==> config.mk <==
export PLATFORM = sky130hd
export DESIGN_NAME = seq_alu
export DESIGN_NICKNAME = d
export VERILOG_FILES = /design/src/rtl/seq_alu.sv
export SDC_FILE = /design/constraint.sdc
export NUM_CORES = 2
export LEC_CHECK = 0
export CORE_UTILIZATION = 25
export CTS_CLUSTER_DIAMETER = 150
export CTS_CLUSTER_SIZE = 10
export DETAILED_ROUTE_END_ITERATION = 7
export GPL_TIMING_DRIVEN = 0
export HOLD_SLACK_MARGIN = 0.06
export PLACE_DENSITY = 0.51
export SETUP_SLACK_MARGIN = 0.15
export SLEW_MARGIN = 20
export SYNTH_ARGS = -nofsm -noshare
export SYNTH_HDL_FRONTEND = slang
export SYNTH_SLANG_ARGS = --single-unit
export TNS_END_PERCENT = 20
==> constraint.sdc <==
create_clock -name clk -period 4.7 [get_ports clk]
set_clock_uncertainty 0.2 [all_clocks]
set_input_delay 0.94 -clock clk [delete_from_list [all_inputs] [get_ports clk]]
set_output_delay 0.94 -clock clk [all_outputs]
set_load 0.01 [all_outputs]
==> src/rtl/seq_alu.sv <==
// Handshaked sequential ALU: single-cycle logic/add/sub ops plus iterative
// shift-add multiply and restoring divide, with registered result and NZCV flags.
module seq_alu #(
    parameter int unsigned WIDTH = 64
) (
    input  logic             clk,
    input  logic             reset,
    input  logic             in_valid,
    output logic             in_ready,
    input  logic [WIDTH-1:0] a,
    input  logic [WIDTH-1:0] b,
    input  logic [3:0]       ALUControl,
    output logic             out_valid,
    input  logic             out_ready,
    output logic [WIDTH-1:0] result,
    output logic             zero,
    output logic             negative,
    output logic             carry,
    output logic             overflow
);

    localparam int CNTW = $clog2(WIDTH + 1);

    localparam logic [3:0] OP_AND   = 4'b0000;
    localparam logic [3:0] OP_OR    = 4'b0001;
    localparam logic [3:0] OP_ADD   = 4'b0010;
    localparam logic [3:0] OP_SUB   = 4'b0110;
    localparam logic [3:0] OP_PASSB = 4'b0111;
    localparam logic [3:0] OP_XOR   = 4'b1100;
    localparam logic [3:0] OP_MUL   = 4'b1000;
    localparam logic [3:0] OP_UDIV  = 4'b1011;

    typedef enum logic [1:0] {
        S_IDLE,
        S_BUSY,
        S_DONE
    } state_e;

    state_e            state_q, state_d;
    logic [CNTW-1:0]   cnt_q, cnt_d;
    logic              is_div_q, is_div_d;
    logic [WIDTH-1:0]  x_q, x_d;       // MUL multiplicand / UDIV dividend->quotient
    logic [WIDTH-1:0]  y_q, y_d;       // MUL multiplier / UDIV divisor
    logic [WIDTH-1:0]  r_q, r_d;       // MUL accumulator / UDIV partial remainder
    logic [WIDTH-1:0]  result_q, result_d;
    logic              zero_q, zero_d;
    logic              neg_q, neg_d;
    logic              carry_q, carry_d;
    logic              ovf_q, ovf_d;

    logic              accept;
    logic              is_sub;
    logic [WIDTH-1:0]  b_op;
    logic [WIDTH:0]    sum_ext;
    logic [WIDTH-1:0]  sc_result;
    logic              sc_carry;
    logic              sc_ovf;

    logic [WIDTH-1:0]  mul_acc_next;
    logic [WIDTH:0]    div_shift;
    logic [WIDTH:0]    div_diff;
    logic              div_ge;
    logic [WIDTH-1:0]  iter_r;
    logic [WIDTH-1:0]  iter_x;
    logic [WIDTH-1:0]  fin_val;

    assign in_ready = (state_q == S_IDLE) || ((state_q == S_DONE) && out_ready);
    assign accept   = in_valid && in_ready;

    // Single-cycle datapath; SUB reuses the adder as a + ~b + 1.
    always_comb begin
        is_sub    = (ALUControl == OP_SUB);
        b_op      = is_sub ? ~b : b;
        sum_ext   = {1'b0, a} + {1'b0, b_op} + {{WIDTH{1'b0}}, is_sub};
        // NOTE: every combinational output gets a default first so no path can infer a latch.
        sc_result = a;
        sc_carry  = 1'b0;
        sc_ovf    = 1'b0;
        case (ALUControl)
            OP_AND:   sc_result = a & b;
            OP_OR:    sc_result = a | b;
            OP_XOR:   sc_result = a ^ b;
            OP_PASSB: sc_result = b;
            OP_ADD, OP_SUB: begin
                sc_result = sum_ext[WIDTH-1:0];
                sc_carry  = sum_ext[WIDTH];
                sc_ovf    = (a[WIDTH-1] == b_op[WIDTH-1]) &&
                            (sum_ext[WIDTH-1] != a[WIDTH-1]);
            end
            default:  sc_result = a;
        endcase
    end

    // One iteration of shift-add multiply and of restoring divide.
    always_comb begin
        mul_acc_next = y_q[0] ? (r_q + x_q) : r_q;
        div_shift    = {r_q, x_q[WIDTH-1]};
        div_diff     = div_shift - {1'b0, y_q};
        div_ge       = ~div_diff[WIDTH];
        if (is_div_q) begin
            iter_r = div_ge ? div_diff[WIDTH-1:0] : div_shift[WIDTH-1:0];
            iter_x = {x_q[WIDTH-2:0], div_ge};
        end else begin
            iter_r = mul_acc_next;
            iter_x = {x_q[WIDTH-2:0], 1'b0};
        end
        fin_val = is_div_q ? iter_x : iter_r;
    end

    always_comb begin
        state_d  = state_q;
        cnt_d    = cnt_q;
        is_div_d = is_div_q;
        x_d      = x_q;
        y_d      = y_q;
        r_d      = r_q;
        result_d = result_q;
        zero_d   = zero_q;
        neg_d    = neg_q;
        carry_d  = carry_q;
        ovf_d    = ovf_q;

        case (state_q)
            S_IDLE, S_DONE: begin
                if (state_q == S_DONE && out_ready) begin
                    state_d = S_IDLE;
                end
                if (accept) begin
                    if (ALUControl == OP_MUL || ALUControl == OP_UDIV) begin
                        is_div_d = (ALUControl == OP_UDIV);
                        x_d      = a;
                        y_d      = b;
                        r_d      = '0;
                        cnt_d    = CNTW'(WIDTH);
                        state_d  = S_BUSY;
                    end else begin
                        result_d = sc_result;
                        zero_d   = (sc_result == '0);
                        neg_d    = sc_result[WIDTH-1];
                        carry_d  = sc_carry;
                        ovf_d    = sc_ovf;
                        state_d  = S_DONE;
                    end
                end
            end
            S_BUSY: begin
                r_d   = iter_r;
                x_d   = iter_x;
                y_d   = is_div_q ? y_q : (y_q >> 1);
                cnt_d = cnt_q - CNTW'(1);
                if (cnt_q == CNTW'(1)) begin
                    state_d = S_DONE;
                    carry_d = 1'b0;
                    ovf_d   = 1'b0;
                    // Divide by zero still runs all iterations; its answer is forced to 0, flags clear.
                    if (is_div_q && (y_q == '0)) begin
                        result_d = '0;
                        zero_d   = 1'b0;
                        neg_d    = 1'b0;
                    end else begin
                        result_d = fin_val;
                        zero_d   = (fin_val == '0);
                        neg_d    = fin_val[WIDTH-1];
                    end
                end
            end
            default: state_d = S_IDLE;
        endcase
    end

    // NOTE: state registers use non-blocking assignments so all flops update together at the edge.
    always_ff @(posedge clk or negedge reset) begin
        if (!reset) begin
            state_q  <= S_IDLE;
            cnt_q    <= '0;
            is_div_q <= 1'b0;
            x_q      <= '0;
            y_q      <= '0;
            r_q      <= '0;
            result_q <= '0;
            zero_q   <= 1'b0;
            neg_q    <= 1'b0;
            carry_q  <= 1'b0;
            ovf_q    <= 1'b0;
        end else begin
            state_q  <= state_d;
            cnt_q    <= cnt_d;
            is_div_q <= is_div_d;
            x_q      <= x_d;
            y_q      <= y_d;
            r_q      <= r_d;
            result_q <= result_d;
            zero_q   <= zero_d;
            neg_q    <= neg_d;
            carry_q  <= carry_d;
            ovf_q    <= ovf_d;
        end
    end

    assign out_valid = (state_q == S_DONE);
    assign result    = result_q;
    assign zero      = zero_q;
    assign negative  = neg_q;
    assign carry     = carry_q;
    assign overflow  = ovf_q;

endmodule
## Word-level counts from Yosys, hierarchy flattened

Cells that the tools add are included.

| storage, ports and cells | value |
|---|---|
| register bits after elaboration | 270 |
| bits of input ports | 136 |
| output and inout port bits | 70 |
| word-level logic and storage cells | 107 |

| cells by class | value |
|---|---|
| add/sub/neg operators | 5 |
| equal/unequal tests | 18 |
| multiplexer cells | 49 |
| bitwise logic cells | 5 |
| reductions and logical operators | 19 |

Operators by type and width:

| operator | number |
|---|---|
| $mux W64 | 16 |
| $pmux W64 S2 | 4 |
| $pmux W64 S5 | 1 |
| $logic_not A64 Y1 | 3 |
| $add A64 B64 Y65 | 1 |
| $add A65 B1 Y65 | 1 |
| $sub A65 B64 Y65 | 1 |
| $add A64 B64 Y64 | 1 |
| $and A64 B64 Y64 | 1 |
| $not A64 Y64 | 1 |
| $or A64 B64 Y64 | 1 |
| $xor A64 B64 Y64 | 1 |
| $mux W1 | 16 |
| $mux W7 | 2 |
| $pmux W7 S2 | 1 |
| $eq A4 B4 Y1 const B | 3 |
| $ne A2 B2 Y1 const B | 5 |
| $eq A4 B3 Y1 const B | 2 |
| $mux W2 | 4 |
| $pmux W1 S2 | 4 |
| $reduce_and A4 Y1 | 2 |
| $eq A7 B1 Y1 const B | 1 |
| $sub A7 B1 Y7 const B | 1 |
| $reduce_and A3 Y1 | 2 |
| 16 further kinds | 21 |

## Logic depth before layout (Yosys ltp)

| depth | value |
|---|---|
| depth in word-level cells | 10 |
| gate-level depth with buffers | 21 |
| gate-level depth less buffers | 18 |

## Least setup slack after synthesis

OpenSTA, ideal clock, no wires.

| path | value |
|---|---|
| path kind | input to register |
| start point | input port ALUControl[0] |
| end point | register zero_q (netlist: zero) |
| library setup time | 0.095 ns |
| arrival | 5.551 ns |
| setup slack | -1.146 ns |
| stages | 20 |
| path buffers | 3 |
| cells stage by stage | clkbuf_1 > nor4bb_1 > clkbuf_1 > clkbuf_1 > mux2i_1 > fa_1 > nand3b_1 > a21oi_1 > o21ai_0 > a41oi_1 > o21ai_1 > and4_1 > nor3_1 > nand4_1 > nor4_1 > nand4b_1 > nor4_1 > and4_1 > nand4b_1 > o31ai_1 |

| between the ends | value |
|---|---|
| cells in the longest elaborated chain, start to end | 9 |

RTL lines:

| element | RTL line | RTL |
|---|---|---|
| from (decl) | 12 | `input logic [3:0] ALUControl,` |
| $eq A4 B3 Y1 | 72, 79 |  |
| $mux W64 | 73 | `b_op = is_sub ? ~b : b;` |
| $add A64 B64 Y65 | 74 | `sum_ext = {1'b0, a} + {1'b0, b_op} + {{WIDTH{1'b0}}, is_sub};` |
| $add A65 B1 Y65 | 74 |  |
| $pmux W64 S5 | 79 | `case (ALUControl)` |
| $logic_not A64 Y1 | 138 | `zero_d = (sc_result == '0);` |
| $mux W1 | 129 | `if (ALUControl == OP_MUL \|\| ALUControl == OP_UDIV) begin` |
| $mux W1 | 128 | `if (accept) begin` |
| $pmux W1 S2 | 123 | `case (state_q)` |
| to (signal assigned) | 193 | `zero_q <= zero_d;` |
| to (decl) | 46 | `logic zero_q, zero_d;` |

Parallel ways exist; a longest one is shown, timed or not. The select of a mux whose other input is x is not followed.
A chain may end at the register's enable or synchronous reset.

## Final worst setup path

| path | value |
|---|---|
| start point | register r_q[31] |
| end point | register zero_q (netlist: zero) |

| between the ends | value |
|---|---|
| cells in the longest elaborated chain, start to end | 8 |

RTL lines:

| element | RTL line | RTL |
|---|---|---|
| from (decl) | 44 | `logic [WIDTH-1:0] r_q, r_d;` |
| from (signal assigned) | 191 | `r_q <= r_d;` |
| $sub A65 B64 Y65 / $add A64 B64 Y64 (equally long branches) | 98, 96 |  |
| $mux W64 (tied with other cells) | 101 | `iter_r = div_ge ? div_diff[WIDTH-1:0] : div_shift[WIDTH-1:0];` |
| $mux W64 / $mux W1 (equally long branches) | 100 | `if (is_div_q) begin` |
| $mux W64 * | 107 | `fin_val = is_div_q ? iter_x : iter_r;` |
| $logic_not A64 Y1 * | 162 | `zero_d = (fin_val == '0);` |
| $mux W1 * | 156 | `if (is_div_q && (y_q == '0)) begin` |
| $mux W1 * | 151 | `if (cnt_q == CNTW'(1)) begin` |
| $pmux W1 S2 * | 123 |  |

Every way passes the cells marked *; elsewhere a longest branch is shown, timed or not. The select of a mux whose other input is x is not followed.

==> flow_summary_export.csv <==
group,metric,value,unit
worst_setup_path,cp-start-kind,"register",
sta,relSlewSlack,8.56,%
power,p_per_area,619,mW/mm^2
status,failed_checks,"DRC, setup timing",
floorplan,core_area,0.123,mm^2
layout,fill_cells,13200,
global_route,grt_pass1_vias,33600,
floorplan,num_io_pins,206,
synthesis,synth_cells,4110,
worst_setup_path,cp-end-kind,"register",
clock_tree,clk_latency,0.63,ns
detailed_routing,dr_total_vias,35600,
sta,rsz0062_at_grt,"yes",
detailed_routing,dr.pass1.iters,8,
floorplan,die_width,354,um
layout,nNetsFinal,4906,
layout,multi_input_area,0.0239,mm^2
clock_tree,cts_root_buffer,"clkbuf_16",
sta,finalSetupTns,-5.30,ns
hold_path,hold_path.startpoint,"result[59]",
floorplan,row_count,128,
synthesis,syn_nets,4584,
synthesis,synth_area_per_cell,7.55,um^2
layout,final_layout_size_suffix_gt1_share,10.4,%
synthesis,synth_edf_count,0,
worst_setup_path,worst_r2r_path_depth,16,
place,portBuffers,204,
synthesis,ys_async_sr_fraction,100,%
layout,area_growth,24.3,%
clock_tree,cts_sinks,269,
floorplan,die_h,354,um
clock_tree,path_clk_slew,0.06,ns
synthesis,ys_dominant_reg_cell,"dfrtp_1",
synthesis,synth_cell_types,96,
power,power.total,0.0239,W
power,power_leakage,16.1,nW
global_route,grt_max_degree,91,
synthesis,ys_warn_count,0,
global_route,grt_overflow_total,0,
synthesis,ys_ff_latch,269,
worst_setup_path,cp.required,5.03,ns
sta,finalSetupViolCount,14,
clock_tree,cts.htree.levels,1,
floorplan,initial_core_util,25.3,%
global_route,grt_pass1_wl,252000,um
place,dp_cells,5946,
synthesis,syn_area,0.0310,mm^2
detailed_routing,drtAntennaViolNets,0,
layout,final_util,31.5,%
worst_setup_path,crit_type,"reg -> reg",
sta,whs,0.295,ns
worst_setup_path,arrival,5.78,ns
detailed_routing,routed_via_density,5.87,
sta,postLayoutSetupSlackWorst,-0.746,ns
hold_path,holdCritPathClass,"reg -> reg",
synthesis,synth-seq-area-share,21.7,%
sta,worstMarginPinSlew,1.37,ns
sta,hold_viol,0,
sta,finalMaxSlewViolations,0,
place,dpl.hpwl,150000,um
worst_setup_path,r2r-end,"zero",
clock_tree,clk_path_buf_depth,3,
detailed_routing,initialDrtViolationCount,4386,
job,cap_violations,0,
hold_path,hold_path_end,"result[59]",
status,status,"complete, but fails checks",
layout,area.sequential,0.00674,mm^2
sta,max_freq,184,MHz
power,ir_drop,0.367,mV
sta,period_needed,5.45,ns
worst_setup_path,critPathMaxFanout,7,
detailed_routing,wl_per_cell,30.1,um
hold_path,whs_path_depth,1,
global_route,grt_antenna_before_repair,4,
detailed_routing,drcViolationCount,4,
place,place.gp.congestion,0.995,
floorplan,die-area,0.126,mm^2
detailed_routing,wirelength,182000,um
sta,post-route-period-util,116,%
layout,final_cell_count_no_fill,6065,
clock_tree,cts-buffers-inserted,30,
clock_tree,cts_tree,"built",
worst_setup_path,reg2reg_slack,-0.75,ns
worst_setup_path,r2r-start,"r_q[31]",
global_route,grt_use_total,27.8,%
[what timing repair did]
| item | in CTS | in global routing |
|---|---|---|
| endpoints found under the hold margin | 9 | 0 |
| setup buffers | 48 | 27 |
| pin swaps | 75 | 56 |
| gates resized for setup | 252 | 146 |
| hold buffers | 1 | 0 |
| setup endpoints to repair | 188 | 100 |
| gates cloned | 2 | 1 |
[cell families (layout without fill, tap and decap cells)]
group	after synthesis	count (layout)	synth area share [%]
other	0	8	0
AO/OA/AOI/OAI	1563	1563	33.4
flip-flops	269	269	21.7
multiplexers	35	35	1.14
adder cells (fa/ha/maj)	338	338	13.7
buffers and inverters	525	847	6.37
AND/OR/NAND/NOR	1164	1164	17.6
XOR/XNOR	216	216	6.09
[synthesized netlist by cell type (all sizes together), types with 46 or more instances]
cell / number / area [um^2]
clkbuf: 222 / 833
o21ai: 267 / 1340
nor2: 418 / 1570
xor2: 72 / 631
o21a: 62 / 465
o211ai: 62 / 465
a221oi: 46 / 409
dfrtp: 269 / 6730
xnor2: 144 / 1260
nand4: 72 / 450
nor3: 66 / 330
ha: 335 / 4190
inv: 261 / 980
a31oi: 47 / 294
nand3: 76 / 380
a222oi: 46 / 460
nand2: 305 / 1140
a21oi: 421 / 2110
a21o: 117 / 878
o22ai: 78 / 488
a211oi: 118 / 886
[power by group]
| part | switching (W) | internal (W) | total (W) |
|---|---|---|---|
| Clock | 0.00106 | 0.00115 | 0.00221 |
| Combinational | 0.0108 | 0.00602 | 0.0169 |
| Sequential | 0.00154 | 0.00327 | 0.00481 |
[area by class of cell]
| type | instances | share of cell area [%] |
|---|---|---|
| plain buffers | 263 | 3.38 |
| inverters | 262 | 2.57 |
| multi-input cells | 3316 | 61.9 |
| clock buffers | 32 | 2.02 |
| repair buffers | 290 | 7.38 |
| well taps | 1625 | 5.27 |
| diodes | 8 | 0.0519 |
| flip-flops and latches | 269 | 17.5 |
[per-stage QoR]
stage / worst slack (ns) / area [um^2]
3_3_place_gp: -10.16 / 35400
5_1_grt: -0.871 / 38600
3_5_place_dp: -2.63 / 35600
2_1_floorplan: -0.362 / 31400
4_1_cts: -0.621 / 37700
6_report: -0.746 / 38600
[sequential cells by signal, indices dropped and copies added, names as in the netlist]
name	cells
zero	1
y_q	64
overflow	1
is_div_q	1
result	64
state_q	2
r_q	64
carry	1
x_q	64
cnt_q	7
[layer usage]
layer,GRT usage [%],wire (um),vias to the layer above
met5,0,14,-
met4,15.2,11600,2
met3,3.96,15400,380
met2,42.6,78500,1942
met1,37.3,76900,17300
li1,-,-,15900
[cells in the final DEF (no fill, tap or decap), types with 116 or more instances in the layout]
| cell type | instances |
|---|---|
| o21ai_0 | 209 |
| clkdlybuf4s50_1 | 200 |
| a21o_1 | 116 |
| nand2_1 | 296 |
| inv_1 | 256 |
| a21oi_1 | 383 |
| nor2_1 | 413 |
| xnor2_1 | 130 |
| dfrtp_1 | 265 |
| ha_1 | 329 |
| clkbuf_1 | 158 |
[how the worst max path moves through the flow]
| stage | start | to | slack (ns) | depth (start not counted) |
|---|---|---|---|---|
| 2_1_floorplan | ALUControl[3] | result[63] | -0.36 | 21 |
| 3_3_place_gp | reset | result[7] | -10.16 | 1 |
| 3_5_place_dp | ALUControl[2] | zero | -2.63 | 21 |
| 4_1_cts | r_q[0] | zero | -0.62 | 16 |
| 5_1_grt | ALUControl[0] | zero | -0.87 | 23 |
| 6_report | r_q[31] | zero | -0.75 | 16 |
[worst max-delay path: stages (launching register included)]
cell and delay [ns]:
dfrtp_1 0.50, ha_1 0.33, clkbuf_1 0.31, nand2_1 0.17, o2111a_1 0.29, o21ai_0 0.55
a2111oi_2 0.14, and4bb_1 0.31, o31ai_4 0.41, a21oi_2 0.12, xnor2_1 0.17, a211oi_1 0.33
o221ai_1 0.21, or4b_2 0.70, nor4b_1 0.34, a22oi_1 0.14, o31ai_1 0.11
Note: power is estimated with default switching activity, not from simulation.
